## src/rtl/keypad_scan.sv

```systemverilog
// 4x4 matrix keypad scanner: walks an active-low row drive, debounces whole-matrix
// frames and reports single fresh presses as a 4-bit code with a one-cycle strobe.
module keypad_scan #(
  parameter int SCAN_DIV = 4096,
  parameter int DEBOUNCE = 4
) (
  input  logic        CLK,
  input  logic        RESET,
  output logic [3:0]  ROW,
  input  logic [3:0]  COL,
  output logic [3:0]  KEY,
  output logic        VALID,
  output logic        PRESSED,
  output logic [15:0] KEYMAP
);

  localparam int DW = (SCAN_DIV > 1) ? $clog2(SCAN_DIV) : 1;
  localparam int CW = (DEBOUNCE > 1) ? $clog2(DEBOUNCE) : 1;
  localparam logic [DW-1:0] DIV_LAST = DW'(SCAN_DIV - 1);
  localparam logic [CW-1:0] SAME_MAX = CW'(DEBOUNCE - 1);

  function automatic logic onehot16(input logic [15:0] v);
    return (v != 16'h0000) && ((v & (v - 16'h0001)) == 16'h0000);
  endfunction

  function automatic logic [3:0] bit_index16(input logic [15:0] v);
    logic [3:0] idx;
    idx = 4'h0;
    for (int i = 0; i < 16; i++) begin
      if (v[i]) idx = 4'(i);
    end
    return idx;
  endfunction

  logic [DW-1:0] div_r;
  logic [1:0]    row_r;
  logic [3:0]    row_drv_r;
  logic [3:0]    sync1_r, sync2_r;
  logic [15:0]   frame_r, prev_frame_r, keymap_r;
  logic [CW-1:0] same_cnt_r;
  logic [3:0]    key_r;
  logic          valid_r, pressed_r;

  logic          tick_s, frame_done_s, accept_s;
  logic [3:0]    col_s;
  logic [1:0]    row_next_s;
  logic [15:0]   frame_s;
  logic [CW-1:0] same_next_s;

  // Assemble the frame with the current row's sample and evaluate debounce state
  always_comb begin
    tick_s     = (div_r == DIV_LAST);
    col_s      = ~sync2_r;
    row_next_s = row_r + 2'd1;
    frame_s    = frame_r;
    case (row_r)
      2'd0:    frame_s[3:0]   = col_s;
      2'd1:    frame_s[7:4]   = col_s;
      2'd2:    frame_s[11:8]  = col_s;
      2'd3:    frame_s[15:12] = col_s;
      default: frame_s        = frame_r;
    endcase
    frame_done_s = tick_s && (row_r == 2'd3);
    if (frame_s != prev_frame_r) begin
      same_next_s = '0;
    end else if (same_cnt_r == SAME_MAX) begin
      same_next_s = same_cnt_r;
    end else begin
      same_next_s = same_cnt_r + CW'(1);
    end
    accept_s = frame_done_s && (same_next_s == SAME_MAX) && (frame_s != keymap_r);
  end

  // Scan divider, row walk, synchronizer, debounce history and registered outputs
  always_ff @(posedge CLK or negedge RESET) begin
    if (!RESET) begin
      div_r        <= '0;
      row_r        <= 2'd0;
      row_drv_r    <= 4'b1110;
      sync1_r      <= 4'hF;
      sync2_r      <= 4'hF;
      frame_r      <= 16'h0000;
      prev_frame_r <= 16'h0000;
      same_cnt_r   <= '0;
      keymap_r     <= 16'h0000;
      key_r        <= 4'h0;
      valid_r      <= 1'b0;
      pressed_r    <= 1'b0;
    end else begin
      sync1_r <= COL;
      sync2_r <= sync1_r;
      valid_r <= 1'b0;
      div_r   <= tick_s ? '0 : div_r + DW'(1);
      if (tick_s) begin
        frame_r   <= frame_s;
        row_r     <= row_next_s;
        row_drv_r <= ~(4'b0001 << row_next_s);
      end
      if (frame_done_s) begin
        prev_frame_r <= frame_s;
        same_cnt_r   <= same_next_s;
      end
      // Only a fresh single press out of an idle matrix yields a key code
      if (accept_s) begin
        keymap_r  <= frame_s;
        pressed_r <= |frame_s;
        if ((keymap_r == 16'h0000) && onehot16(frame_s)) begin
          key_r   <= bit_index16(frame_s);
          valid_r <= 1'b1;
        end
      end
    end
  end

  assign ROW     = row_drv_r;
  assign KEY     = key_r;
  assign VALID   = valid_r;
  assign PRESSED = pressed_r;
  assign KEYMAP  = keymap_r;

endmodule

```

## config.mk

```make
export PLATFORM = sky130hd
export DESIGN_NAME = keypad_scan
export DESIGN_NICKNAME = d
export VERILOG_FILES = /design/src/rtl/keypad_scan.sv
export SDC_FILE = /design/constraint.sdc
export NUM_CORES = 1
export LEC_CHECK = 0
export ABC_AREA = 1
export BUFFER_PORTS_ARGS = -buffer_cell sky130_fd_sc_hd__buf_2
export CELL_PAD_IN_SITES_DETAIL_PLACEMENT = 2
export CELL_PAD_IN_SITES_GLOBAL_PLACEMENT = 2
export CORE_ASPECT_RATIO = 1.75
export CORE_MARGIN = 4
export CORE_UTILIZATION = 41
export CTS_BUF_LIST = sky130_fd_sc_hd__clkbuf_8
export CTS_CLUSTER_SIZE = 20
export DETAILED_ROUTE_END_ITERATION = 8
export PLACE_DENSITY_LB_ADDON = 0.25
export SYNTH_ARGS = -nofsm -noshare
export SYNTH_HDL_FRONTEND = slang
export SYNTH_SLANG_ARGS = --single-unit
```

## constraint.sdc

```tcl
create_clock -name CLK -period 6.5 [get_ports CLK]
set_clock_uncertainty 0.05 [all_clocks]
set_input_delay 0.975 -clock CLK [delete_from_list [all_inputs] [get_ports CLK]]
set_output_delay 0.975 -clock CLK [all_outputs]
set_load 0.02 [all_outputs]
```

# == Word-level counts from Yosys, hierarchy flattened ==
# Cells that the tools add are included.
# classes
eq_ne,8
mul,0
n_addsub,4
n_reduce_logical,11
n_bitwise,3
div_mod_pow,0
n_shift,1
n_lt_le_gt_ge,0
mux,24
# ops
cell,count
two-way mux 4 bit,18
zero test 16 bit,2
!= test 16 bit,2
bitwise AND 16 bit,1
nonzero test 16 bit,1
OR reduction 16 bit,1
"subtractor 16 x 1 -> 16 bit, second input constant",1
"adder 12 x 1 -> 12 bit, second input constant",1
"equality test 12 bit, second input constant",1
two-way mux 12 bit,1
"equality test 2 bit, second input constant",4
NOT 4 bit,2
logical AND 1 bit,5
"adder 2 x 1 -> 2 bit, second input constant",2
two-way mux 2 bit,2
"<< shifter 1 x 2 -> 4 bit, first input constant",1
two-way mux 1 bit,3
"equality test 2 x 1 -> 1 bit, second input constant",1
zero test 2 bit,1
AND reduction 2 bit,1
# totals
rom_bits,0
ramBits,0
latchBits,0
elab_cells,63
out_inout_bits,26
ff_bits,82
n_memories,0

# == Depth between registers and ports, before layout ==
# Gate-level depths: netlist (run 1).
# depth
depth_word,17
depth_mapped,22

# == Worst setup path after synthesis (run 1) ==
# No wires, ideal clock.
# synth_path
path_kind,register -> register
from,reg row_r[0]
to,reg keymap_r[11] (netlist: KEYMAP[11])
setup_time_ns,0.135
arrival_ns,2.177
path_stages_with_launch,16
required_time_ns,6.315
setup_slack_ns,4.139
path_cell_list,dfrtp_1 -> inv_1 -> ha_1 -> buf_6 -> o21ai_4 -> xor2_1 -> nand2_1 -> nor2_1 -> nand2_1 -> nor2_2 -> nand2_1 -> nor2_4 -> nand2_4 -> buf_6 -> nand2_2 -> o21ai_2
# synth_via
elab_chain_len,7
word_cells_on_any_way,15
# synth_rtl
item,line,text
from (decl),36,logic [1:0] row_r;
from (signal assigned),96,row_r <= row_next_s;
"equality test 2 x 1 -> 1 bit, or another cell as far along",56,case (row_r)
two-way mux 4 bit,56,
!= test 16 bit,64,if (frame_s != prev_frame_r) begin
two-way mux 2 bit,64,
equality test 2 bit,71,accept_s = frame_done_s && (same_next_s == SAME_MAX) && (frame_s != keymap_r);
logical AND 1 bit (2 in series),71,
to (signal assigned),105,keymap_r <= frame_s;
to (decl),39,"logic [15:0] frame_r, prev_frame_r, keymap_r;"
# Several ways; a longest one is shown, not always the timed one.
# A chain may end at the register's enable or synchronous reset.

# == Worst setup path after layout (run 1) ==
# layout_path
from,reg row_r[0]
to,reg keymap_r[0] (netlist: KEYMAP[0])
# The elaborated chain is that of the path after synthesis.

==> results.yml, run 1 <==
clock_tree:
  clk_pin_slew_worst_paths_ns: 0.10
  postCtsHoldBufs: 0
  cts-htree-levels: 3
  cts_tree: "built"
  cts_root_buf: "clkbuf_8"
  cts_buffer_depth: 2
  clkSinkCount: 82
  clk_latency_ns: 0.37
  cts_resized: 0
  cts_inserted_buffers: 9
  post_cts_buffers: 0
synthesis:
  yosysMostFrequentCell: "nand2_1"
  syn-num-nets: 601
  syn_inst: 588
  seq_area_frac_synth: 0.437
  synth_area_leader_cell: "dfrtp_1"
  yosys.area.top_type_share: 0.376
  synth_edf_count: 0
  ys_ff_latch: 82
  yosys-top-cells-area: "dfrtp_1 38%, nand2_1 14%, xor2_1 6.3%"
  syn_avg_cell_area_sq_um: 8.04
  syn-cell-area_sq_um: 4730
  synth_top_flop_cell: "dfrtp_1"
  yosysWarnings: 0
  yosys-top-cells-count: "175 x nand2_1, 71 x dfrtp_1, 67 x inv_1, 62 x nor2_1, 41 x o21ai_0"
  synthDistinctLibCells: 33
  async_flop_share: 1.00
die:
  die_x_microns: 89.2
  dieArea_sq_um: 13400
  start_util: 0.421
  coreArea_sq_um: 11200
  die_h_microns: 150
  num_rows: 51
  ioPinCount: 32
detailed_routing:
  via_per_inst: 5.17
  wire_per_inst_microns: 18.3
  ant_nets: 0
  drt_pass1_iterations: 6
  drc_errors: 0
  num_vias: 3906
  wl_mm: 13.8
  drtIter0Drc: 116
setup_path:
  path_common_cell: "nand2_1"
  crit_slowest_cell: "ha_1"
  crit_arrival_ns: 3.53
  critPathMaxStageDelay_ns: 0.62
  crit_type: "reg -> reg"
  required_ns: 6.70
  ff2ff_setup_slack_ns: 3.18
  worstPathMaxFanout: 33
  startpoint_type: "flip-flop"
  critical_path.cell_chain: "inv_1 > ha_1 > o21ai_1 > nand2_1 > nand2_1 > inv_1 > nand2_1 > nor2_1 > nand2_1 > nor2_2 > nand2_1 > nor2_4 > nand2_4 > nand2_1 > o21ai_2"
  endpoint_kind: "flip-flop"
sta:
  worst_slack_ns: 3.18
  fmax_mhz: 301
  period_share: 0.511
  slew-limit-headroom: 0.294
  drv_slew: 0
  period_needed_ns: 3.32
  hold_viol_final: 0
  tightestPinTransition_ns: 1.06
  setup_viol: 0
  rsz0062_at_grt: "no"
  setup_tns_ns: 0
run_status:
  status: "finished, final reports clean"
layout:
  syn2layout_area_growth_pct: 9.64
  final_layout_size_suffix_gt1_frac: 0.196
  diodes: 0
  fin_cells: 755
  nets: 631
power_and_ir_drop:
  power_density_nw_per_um2: 193
  power.leakage_uw: 0.00271
  ir_drop_uv: 123
run:
  cap_violations: 0
placed_design:
  placedCellCount: 739
  hpwl_mm: 10.4
  numPortBuffers: 31
  place_ws_ns: 3.17
  place.gp.congestion: 0.852
global_routing:
  grt_pass1_vias: 4504
  overflow: 0
  track_usage: 0.224
  grt_max_degree: 83
  grt_pass1_wl_mm: 22.8
  antenna_found_initial: 0
worst_hold_path:
  hold_path.class: "reg -> reg"
## cells in the final DEF (no fill, tap or decap)
cell type,n
o21bai_2,1
nor2_4,4
buf_2,30
nor3_2,1
inv_2,1
nand3_2,1
nor3b_1,1
a21oi_1,5
o21ai_0,41
nand3_1,19
clkinvlp_4,1
inv_6,2
o21ai_2,22
nor3_1,6
xnor2_1,1
nand2_2,17
or2_4,1
nand4_1,5
inv_8,2
o21ai_4,9
o21ai_1,2
bufinv_16,2
nand2_4,1
xor2_1,34
nor2_2,2
clkbuf_8,9
nand3b_1,1
dfrtp_1,71
ha_1,7
and3_1,1
nand2_1,175
or2_2,2
inv_1,67
o21bai_1,3
dfstp_2,11
nor2_1,62
buf_4,3
## per-stage QoR
step | hold WS, ns | area [sq um] | utilization | total power [uW]
6_report | 0.311 | 5180 | 0.461 | 999
2_1_floorplan | 0.295 | 4730 | - | 546
3_5_place_dp | 0.298 | 4950 | 0.441 | 568
5_1_grt | 0.316 | 5180 | 0.461 | 1040
4_1_cts | 0.313 | 5180 | 0.461 | 1020
3_3_place_gp | 0.296 | 4950 | 0.441 | 566
## layout make-up
| type | instances | area (sq um) |
|---|---|---|
| inverter | 68 | 255 |
| sequential | 82 | 2070 |
| clock buffer | 9 | 124 |
| clock inverter | 7 | 108 |
| fill | 1294 | 6050 |
| timing repair buffer | 33 | 173 |
| multi-input combinational | 424 | 2290 |
| tap | 132 | 165 |
## sequential cells by signal, summed over array words and instances, names as in the netlist, 2 cells and up
name and flops:
row_r 2, frame_r 16, KEY 4, div_r 12, KEYMAP 16, ROW 4, same_cnt_r 2, prev_frame_r 16
sync1_r 4, sync2_r 4
## metal layers
metal  wire (microns)  up-vias  GRT usage
met5                0        -          0
met4              486        0     0.0931
met3              255       21     0.0309
met2             7920       49      0.433
met1             5140     1944      0.230
li1                 -     1892          -
## final timing paths
| kind | start | depth (start not counted) | to |
|---|---|---|---|
| min in group asynchronous | RESET | 1 | KEYMAP[0]$_DFFE_PN0P_ |
| max in group asynchronous | RESET | 1 | frame_r[13]$_DFFE_PN0N_ |
| hold / removal | sync1_r[0]$_DFF_PN1_ | 0 | sync2_r[0]$_DFF_PN1_ |
| setup reg to reg | row_r[0]$_DFFE_PN0N_ | 15 | KEYMAP[0]$_DFFE_PN0P_ |
| setup / recovery | row_r[0]$_DFFE_PN0N_ | 15 | KEYMAP[0]$_DFFE_PN0P_ |
| hold reg to reg | sync1_r[0]$_DFF_PN1_ | 0 | sync2_r[0]$_DFF_PN1_ |
## power by group
part | internal (uW) | switching [uW]
Clock | 225 | 218
Sequential | 515 | 3.43
Combinational | 9.51 | 29.7
## logic make-up (layout without fill, tap and decap cells)
logic type | Yosys count | after routing | share of synthesized area
XOR/XNOR | 35 | 35 | 0.0649
adder cells (fa/ha/maj) | 7 | 7 | 0.0185
AND/OR/NAND/NOR | 299 | 299 | 0.272
AO/OA/AOI/OAI | 83 | 83 | 0.130
flip-flops | 82 | 82 | 0.437
buffers and inverters | 82 | 117 | 0.0781
## worst max-delay path: cells and delay by family, from the launching register on
family,cells,cell delay (ns)
simple gates,10,1.43
fa+ha+maj,1,0.62
compound gates,2,0.48
flops,1,0.43
buf+inv,2,0.20
Power figures use the tool's default switching activity.
==> run 2: changes to the inputs <==
--- a/config.mk
+++ b/config.mk
@@ -5,13 +5,13 @@
 export SDC_FILE = /design/constraint.sdc
 export NUM_CORES = 1
 export LEC_CHECK = 0
-export ABC_AREA = 1
+export ABC_AREA = 0
 export BUFFER_PORTS_ARGS = -buffer_cell sky130_fd_sc_hd__buf_2
 export CELL_PAD_IN_SITES_DETAIL_PLACEMENT = 2
 export CELL_PAD_IN_SITES_GLOBAL_PLACEMENT = 2
 export CORE_ASPECT_RATIO = 1.75
 export CORE_MARGIN = 4
-export CORE_UTILIZATION = 41
+export CORE_UTILIZATION = 40
 export CTS_BUF_LIST = sky130_fd_sc_hd__clkbuf_8
 export CTS_CLUSTER_SIZE = 20
 export DETAILED_ROUTE_END_ITERATION = 8
==> constraint.sdc (replaced) <==
create_clock -name CLK -period 3.1 [get_ports CLK]
set_clock_uncertainty 0.05 [all_clocks]
set_input_delay 0.465 -clock CLK [delete_from_list [all_inputs] [get_ports CLK]]
set_output_delay 0.465 -clock CLK [all_outputs]
set_load 0.02 [all_outputs]
==> run 2 against run 1 <==
Synthesized cell count down 27%. Area after synthesis fell by 9.0%. The run now fails in global routing (5_1_grt).
==> results.yml, run 2 <==
synthesis:
  synth_compound_area_frac: 0.127
  synthXorXnorAreaFrac: 0.0855
  synth_simple_gate_area_frac: 0.200
  yosys-top-cells-area: "dfrtp_1 41%, xnor2_1 6.9%, dfstp_2 6.7%"
  yosysWarnings: 0
  synth_edf_count: 0
  syn-cell-area_sq_um: 4300
  syn-num-nets: 443
  syn_inst: 430
  yosys-top-cells-count: "71 x dfrtp_1, 59 x nand2_1, 35 x o21ai_0, 34 x xnor2_1, 28 x nor2_1"
  synthDistinctLibCells: 56
  yosys.area.top_type_share: 0.413
  async_flop_share: 1.00
  muxShareOfSynthArea: 0.0605
  synthAdderAreaFrac: 0.0204
  seq_area_frac_synth: 0.480
  yosysMostFrequentCell: "dfrtp_1"
  syn_avg_cell_area_sq_um: 10.0
  synth_top_family_by_area: "simple AND/OR/NAND/NOR gates"
  synth_area_leader_cell: "dfrtp_1"
  synth_top_flop_cell: "dfrtp_1"
  ys_ff_latch: 82
clock_tree:
  cts_root_buf: "clkbuf_8"
  cts_buffer_depth: 2
  cts-htree-levels: 3
  cts_inserted_buffers: 9
  postCtsHoldBufs: 0
  clkSinkCount: 82
die:
  start_util: 0.413
  die_x_microns: 86.4
  die_h_microns: 145
  ioPinCount: 32
  num_rows: 49
placed_design:
  place.gp.congestion: 0.900
  hpwl_mm: 13.9
  numPortBuffers: 31
run_status:
  status: "did not finish"
  stop_error: "[ERROR DPL-0033] detailed placement checks failed during check placement."
  haltStage: "global routing (5_1_grt)"
sta:
  worst_endpoint: "KEY[2]$_DFFE_PN0P_/D"
  worst-ep-kind: "sequential cell input"
global_routing:
  antenna_found_initial: 1
  grt_max_degree: 83
-- run 2: repair_timing --
| action | in CTS |
|---|---|
| pin swaps | 9 |
| gates cloned | 1 |
| buffers inserted | 12 |
| setup endpoints to repair | 22 |
| endpoints found under the hold margin | 0 |
| gates resized for setup | 24 |
-- run 2: through the flow --
| stage | hold slack [ns] | setup slack (ns) | cell area [sq um] | utilization | cells |
|---|---|---|---|---|---|
| floorplan | 0.119 | -0.116 | 4370 | - | 430 |
| global placement | 0.295 | -0.217 | 5390 | 0.517 | 673 |
| detailed placement | 0.302 | -0.463 | 5390 | 0.517 | 673 |
| CTS | 0.109 | -0.424 | 5840 | 0.560 | 702 |
-- run 2: logic make-up after synthesis --
logic type	Yosys count
AO/OA/AOI/OAI	86
multiplexers	23
AND/OR/NAND/NOR	164
XOR/XNOR	42
buffers and inverters	26
flip-flops	82
adder cells (fa/ha/maj)	7
==> run 3: changes to the inputs <==
==> config.mk (replaced) <==
export PLATFORM = sky130hd
export DESIGN_NAME = keypad_scan
export DESIGN_NICKNAME = d
export VERILOG_FILES = /design/src/rtl/keypad_scan.sv
export SDC_FILE = /design/constraint.sdc
export NUM_CORES = 1
export LEC_CHECK = 0
export ABC_AREA = 0
export BUFFER_PORTS_ARGS = -buffer_cell sky130_fd_sc_hd__buf_2
export CORE_MARGIN = 4
export CORE_UTILIZATION = 40
export DETAILED_ROUTE_END_ITERATION = 8
export PLACE_DENSITY_LB_ADDON = 0.15
export SYNTH_ARGS = -nofsm -noshare
export SYNTH_HDL_FRONTEND = slang
export SYNTH_SLANG_ARGS = --single-unit
==> run 3 against run 2 <==
Area after synthesis unchanged. The flow now finishes, with violations (setup timing). Synthesized cell count unchanged.
==> results.yml, run 3 <==
power_and_ir_drop:
  ir_drop_uv: 331
  finalPower_uw: 2100
  power.leakage_uw: 0.00275
  power_density_nw_per_um2: 365
sta:
  drv_slew: 0
  period_needed_ns: 3.39
  period_share: 1.09
  fmax_mhz: 295
  hold_viol_final: 0
  setup_tns_ns: -3.22
  slew-limit-headroom: 0.319
  tightestPinTransition_ns: 1.02
  setup_viol: 20
  worst_slack_ns: -0.288
  rsz0062_at_grt: "yes"
clock_tree:
  clkSinkCount: 82
  clk_latency_ns: 0.36
  cts_tree: "built"
  postCtsHoldBufs: 0
  cts_inserted_buffers: 9
  cts_buffer_depth: 2
  clk_pin_slew_worst_paths_ns: 0.09
  cts-htree-levels: 3
  cts_root_buf: "clkbuf_8"
die:
  num_rows: 37
  ioPinCount: 32
  coreArea_sq_um: 10400
  die_x_microns: 112
  dieArea_sq_um: 12500
  start_util: 0.413
  die_h_microns: 112
run_status:
  failed_checks: "setup timing"
  status: "complete, but fails checks"
synthesis:
  syn-cell-area_sq_um: 4300
  ys_ff_latch: 82
  yosysMostFrequentCell: "dfrtp_1"
  synthXorXnorAreaFrac: 0.0855
  synth_area_leader_cell: "dfrtp_1"
  syn-num-nets: 443
  synthDistinctLibCells: 56
  synth_compound_area_frac: 0.127
  synthAdderAreaFrac: 0.0204
  yosysWarnings: 0
  yosys-top-cells-area: "dfrtp_1 41%, xnor2_1 6.9%, dfstp_2 6.7%"
  syn_inst: 430
  async_flop_share: 1.00
  syn_avg_cell_area_sq_um: 10.0
  seq_area_frac_synth: 0.480
  synth_top_family_by_area: "simple AND/OR/NAND/NOR gates"
  yosys-top-cells-count: "71 x dfrtp_1, 59 x nand2_1, 35 x o21ai_0, 34 x xnor2_1, 28 x nor2_1"
  yosys.area.top_type_share: 0.413
  synth_simple_gate_area_frac: 0.200
  synth_top_flop_cell: "dfrtp_1"
  synth_edf_count: 0
  muxShareOfSynthArea: 0.0605
global_routing:
  grt_pass1_vias: 3643
  antenna_found_initial: 0
  overflow: 0
  grt_pass1_wl_mm: 19.1
  grt_max_degree: 83
  track_usage: 0.194
placed_design:
  hpwl_mm: 8.88
  dpl-instance-area_sq_um: 5390
  numPortBuffers: 31
  place_ws_ns: -0.309
  place.gp.congestion: 0.905
layout:
  fillerInstances: 951
  final_common_cell: "buf_4"
  syn2layout_area_growth_pct: 33.7
  stdcell_area_sq_um: 5750
  diodes: 0
  utilization: 0.552
  final_layout_size_suffix_gt1_frac: 0.366
  layout_common_cells: "104 x buf_4, 71 x dfrtp_1, 58 x nand2_1"
  nets: 576
detailed_routing:
  drc_errors: 0
  wire_per_inst_microns: 16.6
  num_vias: 3576
  ant_nets: 0
  drt_pass1_iterations: 4
  wl_mm: 11.7
  drtIter0Drc: 195
  via_per_inst: 5.08
setup_path:
  crit_end: "KEY[3]$_DFFE_PN0P_"
  crit_arrival_ns: 3.58
  timing.rr.end: "KEY[3]$_DFFE_PN0P_"
  crit_type: "reg -> reg"
  startpoint_type: "flip-flop"
  timing.rr.start: "row_r[0]$_DFFE_PN0N_"
  required_ns: 3.29
  worstPathMaxFanout: 4
  ff2ff_setup_slack_ns: -0.29
  endpoint_kind: "flip-flop"
  critPathLaunch: "row_r[0]$_DFFE_PN0N_"
  rr_worst_depth: 9
worst_hold_path:
  hold_path.class: "in -> reg"
run:
  cap_violations: 0
-- run 3: how the worst min path moves through the flow --
stage                                     from                    end  slack (ns)  cells past startpoint
final                                   COL[1]   sync1_r[1]$_DFF_PN1_        0.14                      1
after global routing                    COL[1]   sync1_r[1]$_DFF_PN1_        0.11                      1
after CTS                               COL[1]   sync1_r[1]$_DFF_PN1_        0.12                      1
after detailed placement  sync1_r[2]$_DFF_PN1_   sync2_r[2]$_DFF_PN1_        0.30                      0
after global placement    sync1_r[2]$_DFF_PN1_   sync2_r[2]$_DFF_PN1_        0.30                      0
after floorplan                          RESET  KEYMAP[0]$_DFFE_PN0P_        0.12                      0
-- run 3: layout make-up --
| class | count | area (sq um) | area share |
|---|---|---|---|
| clock inverter | 6 | 95.1 | 0.0165 |
| inverter | 8 | 32.5 | 0.00566 |
| clock buffer | 10 | 138 | 0.0239 |
| tap | 136 | 170 | 0.0296 |
| sequential | 82 | 2070 | 0.359 |
| timing repair buffer | 140 | 1030 | 0.180 |
| multi-input combinational | 322 | 2220 | 0.386 |
-- run 3: timing repair --
item                                    4_1_cts  5_1_grt
setup buffers                                 4        2
pin swaps                                     0        0
endpoints found under the setup margin       22       22
cloned                                        1        0
resized for setup                            11        3
-- run 3: per-layer routing --
metal	share of wire	vias to the layer above	routed length (microns)	track usage
met5	0	-	0	0
met4	0.016	0	185	0.0454
met3	0.031	14	362	0.0462
met2	0.48	42	5640	0.323
met1	0.47	1729	5470	0.258
li1	-	1791	-	-
-- run 3: worst max-delay path, stage by stage (launching register included) --
cell	delay (ns)
dfrtp_1	0.42
inv_2	0.09
ha_4	0.17
or4_4	0.45
and2_4	0.17
a2111oi_4	0.28
or4b_4	0.51
or4_4	0.44
nor4_4	0.32
mux2_1	0.36
-- run 3: cells by family (layout without fill, tap and decap cells) --
| family | count (synthesis) | count (layout) |
|---|---|---|
| simple gates | 164 | 164 |
| compound gates | 86 | 86 |
| flops | 82 | 82 |
| xor+xnor | 42 | 42 |
| buf+inv | 26 | 164 |
| mux | 23 | 23 |
| fa+ha+maj | 7 | 7 |
-- run 3: where the power goes --
| group | internal [uW] | total [uW] | switching [uW] |
|---|---|---|---|
| sequential | 1080 | 1090 | 7.20 |
| clock | 486 | 906 | 420 |
| combinational | 45.4 | 106 | 60.1 |
-- run 3: per-stage QoR --
step | std cells | hold WS [ns]
finish | 704 | 0.143
detailed placement | 681 | 0.297
global placement | 681 | 0.296
floorplan | 430 | 0.119
global route | 704 | 0.112
CTS | 702 | 0.122
==> run 4: changes to the inputs <==
--- a/config.mk
+++ b/config.mk
@@ -11,6 +11,7 @@
 export CORE_UTILIZATION = 40
 export DETAILED_ROUTE_END_ITERATION = 8
 export PLACE_DENSITY_LB_ADDON = 0.15
+export SETUP_SLACK_MARGIN = 0.3
 export SYNTH_ARGS = -nofsm -noshare
 export SYNTH_HDL_FRONTEND = slang
 export SYNTH_SLANG_ARGS = --single-unit
==> run 4 against run 3 <==
The flow still finishes with violations (setup timing). Combinational power about the same. Total power increased by 5.9%. Sequential cell count unchanged. Die area unchanged. Non-clock buffer count decreased by 10. Critical path depth unchanged. Worst setup slack improved by 0.031 ns. Routed wire length increased by 1.2%.
==> results.yml, run 4 (same netlist as run 3, synthesis figures left out) <==
global_routing:
  antenna_found_initial: 0
  track_usage: 0.198
  grt_max_degree: 83
  grt_pass1_wl_mm: 19.3
  overflow: 0
  grt_pass1_vias: 3679
setup_path:
  ff2ff_setup_slack_ns: -0.26
  startpoint_type: "flip-flop"
  critPathBufInv: 1
  critical-path-top-delay-family: "simple AND/OR/NAND/NOR gates"
  endpoint_kind: "flip-flop"
  path_common_cell: "or4_4"
  required_ns: 3.30
  critical_path.cell_chain: "inv_2 > ha_4 > or4_4 > and2_4 > a2111oi_4 > or4b_4 > or4_4 > nor4_4 > mux2_1"
  crit_type: "reg -> reg"
  crit_slowest_cell: "or4b_4"
  crit_arrival_ns: 3.56
  critPathMaxStageDelay_ns: 0.51
  worstPathMaxFanout: 4
clock_tree:
  cts_inserted_buffers: 9
  clk_latency_ns: 0.38
  clkSinkCount: 82
  cts_root_buf: "clkbuf_8"
  clk_pin_slew_worst_paths_ns: 0.08
  cts_buffer_depth: 2
  cts_tree: "built"
  cts-htree-levels: 3
run:
  cap_violations: 0
sta:
  period_needed_ns: 3.36
  period_share: 1.08
  fmax_mhz: 298
  worst_slack_ns: -0.256
  rsz0062_at_grt: "yes"
  hold_viol_final: 0
  slew-limit-headroom: 0.310
  setup_viol: 4
  drv_slew: 0
  tightestPinTransition_ns: 1.04
  hold_ws_ns: 0.139
layout:
  stdcell_area_sq_um: 5890
  layout.area.seq_sq_um: 2070
  final_common_cell: "buf_4"
  multiInputGateArea_sq_um: 2370
  diodes: 0
  nets: 566
  fin_cells: 694
  layout_common_cells: "86 x buf_4, 70 x dfrtp_1, 54 x nand2_1"
  final_layout_size_suffix_gt1_frac: 0.398
  fillerInstances: 933
  syn2layout_area_growth_pct: 37.0
die:
  die_h_microns: 112
  dieArea_sq_um: 12500
  ioPinCount: 32
  die_x_microns: 112
  coreArea_sq_um: 10400
  start_util: 0.413
  num_rows: 37
placed_design:
  place_ws_ns: -0.308
  place.gp.congestion: 0.937
  dpl-instance-area_sq_um: 5300
  hpwl_mm: 8.79
  numPortBuffers: 31
  placedCellCount: 669
power_and_ir_drop:
  power.leakage_uw: 0.00275
  finalPower_uw: 2220
  power_density_nw_per_um2: 377
  p_comb_frac: 0.047
  p_sw_frac: 0.215
  netSwitchingPower_uw: 478
  pwr-share-clk: 0.464
  intPower_uw: 1740
  ir_drop_uv: 229
  pwr-share-seq: 0.489
detailed_routing:
  drt_pass1_iterations: 4
  drtIter0Drc: 169
  wire_per_inst_microns: 17.0
  ant_nets: 0
  num_vias: 3592
  wl_mm: 11.8
  via_per_inst: 5.18
  drc_errors: 0
run_status:
  status: "complete, but fails checks"
  failed_checks: "setup timing"
worst_hold_path:
  hold_path.class: "in -> reg"
[run 4: cell count changes in the layout (fill, tap and decap cells not counted), moves of 3 or more]
cell     previous run  this run
mux2_1             14        10
o21ai_0            35        32
nor2_1             27        24
nor4_1              9         6
mux2_4              0         6
or2_4               0         4
buf_6               3        11
buf_4             104        86
o21ai_2             0         3
or2_2               7         3
nand2_1            58        54
nor2_2              1         4
[run 4: layout make-up]
class | count | share of cell area
multi-input combinational | 322 | 0.402
sequential | 82 | 0.351
timing repair buffer | 130 | 0.168
tap | 136 | 0.0289
clock inverter | 6 | 0.0234
clock buffer | 10 | 0.0217
inverter | 8 | 0.00595
[run 4: layer usage]
layer,track usage,wire length (microns)
met1,0.264,5340
met2,0.309,5670
met3,0.0429,429
met4,0.0860,344
met5,0,0
[run 4: per-stage QoR]
stage / TNS (ns) / util
floorplan: -0.464 / -
finish: -0.994 / 0.566
global route: -1.58 / 0.566
CTS: -1.06 / 0.550
global placement: -0.773 / 0.509
detailed placement: -1.48 / 0.509
[run 4: power by group through the flow]
stage               Sequential [uW]  Clock [uW]  Combinational, uW
floorplan                      1100           0               44.1
global placement               1110           0               95.5
detailed placement             1110           0               96.2
CTS                            1090        1050                103
global route                   1090        1100                116
finish                         1090        1030                104
[run 4: what timing repair did]
item | in CTS | in global routing
gates resized for setup | 26 | 37
hold buffers | 0 | 0
pin swaps | 3 | 6
gates cloned | 1 | 0
setup endpoints to repair | 22 | 22
setup buffers | 5 | 3
[run 4: path summary, 6_finish.rpt]
kind | startpoint | cells after the start | endpoint
min in group asynchronous | RESET | 1 | prev_frame_r[9]$_DFFE_PN0P_
worst min register to register | sync1_r[1]$_DFF_PN1_ | 0 | sync2_r[1]$_DFF_PN1_
worst max-delay path | row_r[1]$_DFFE_PN0N_ | 9 | KEY[3]$_DFFE_PN0P_
worst min-delay path | COL[1] | 1 | sync1_r[1]$_DFF_PN1_
max in group asynchronous | RESET | 1 | row_r[0]$_DFFE_PN0N_
worst max register to register | row_r[1]$_DFFE_PN0N_ | 9 | KEY[3]$_DFFE_PN0P_
[run 4: worst register-to-register path: cells and delay by family (launching register included)]
family | cells | cell delay (ns)
AO/OA/AOI/OAI | 1 | 0.28
adder cells (fa/ha/maj) | 1 | 0.17
buffers and inverters | 1 | 0.09
flip-flops | 1 | 0.39
multiplexers | 1 | 0.36
AND/OR/NAND/NOR | 5 | 1.90
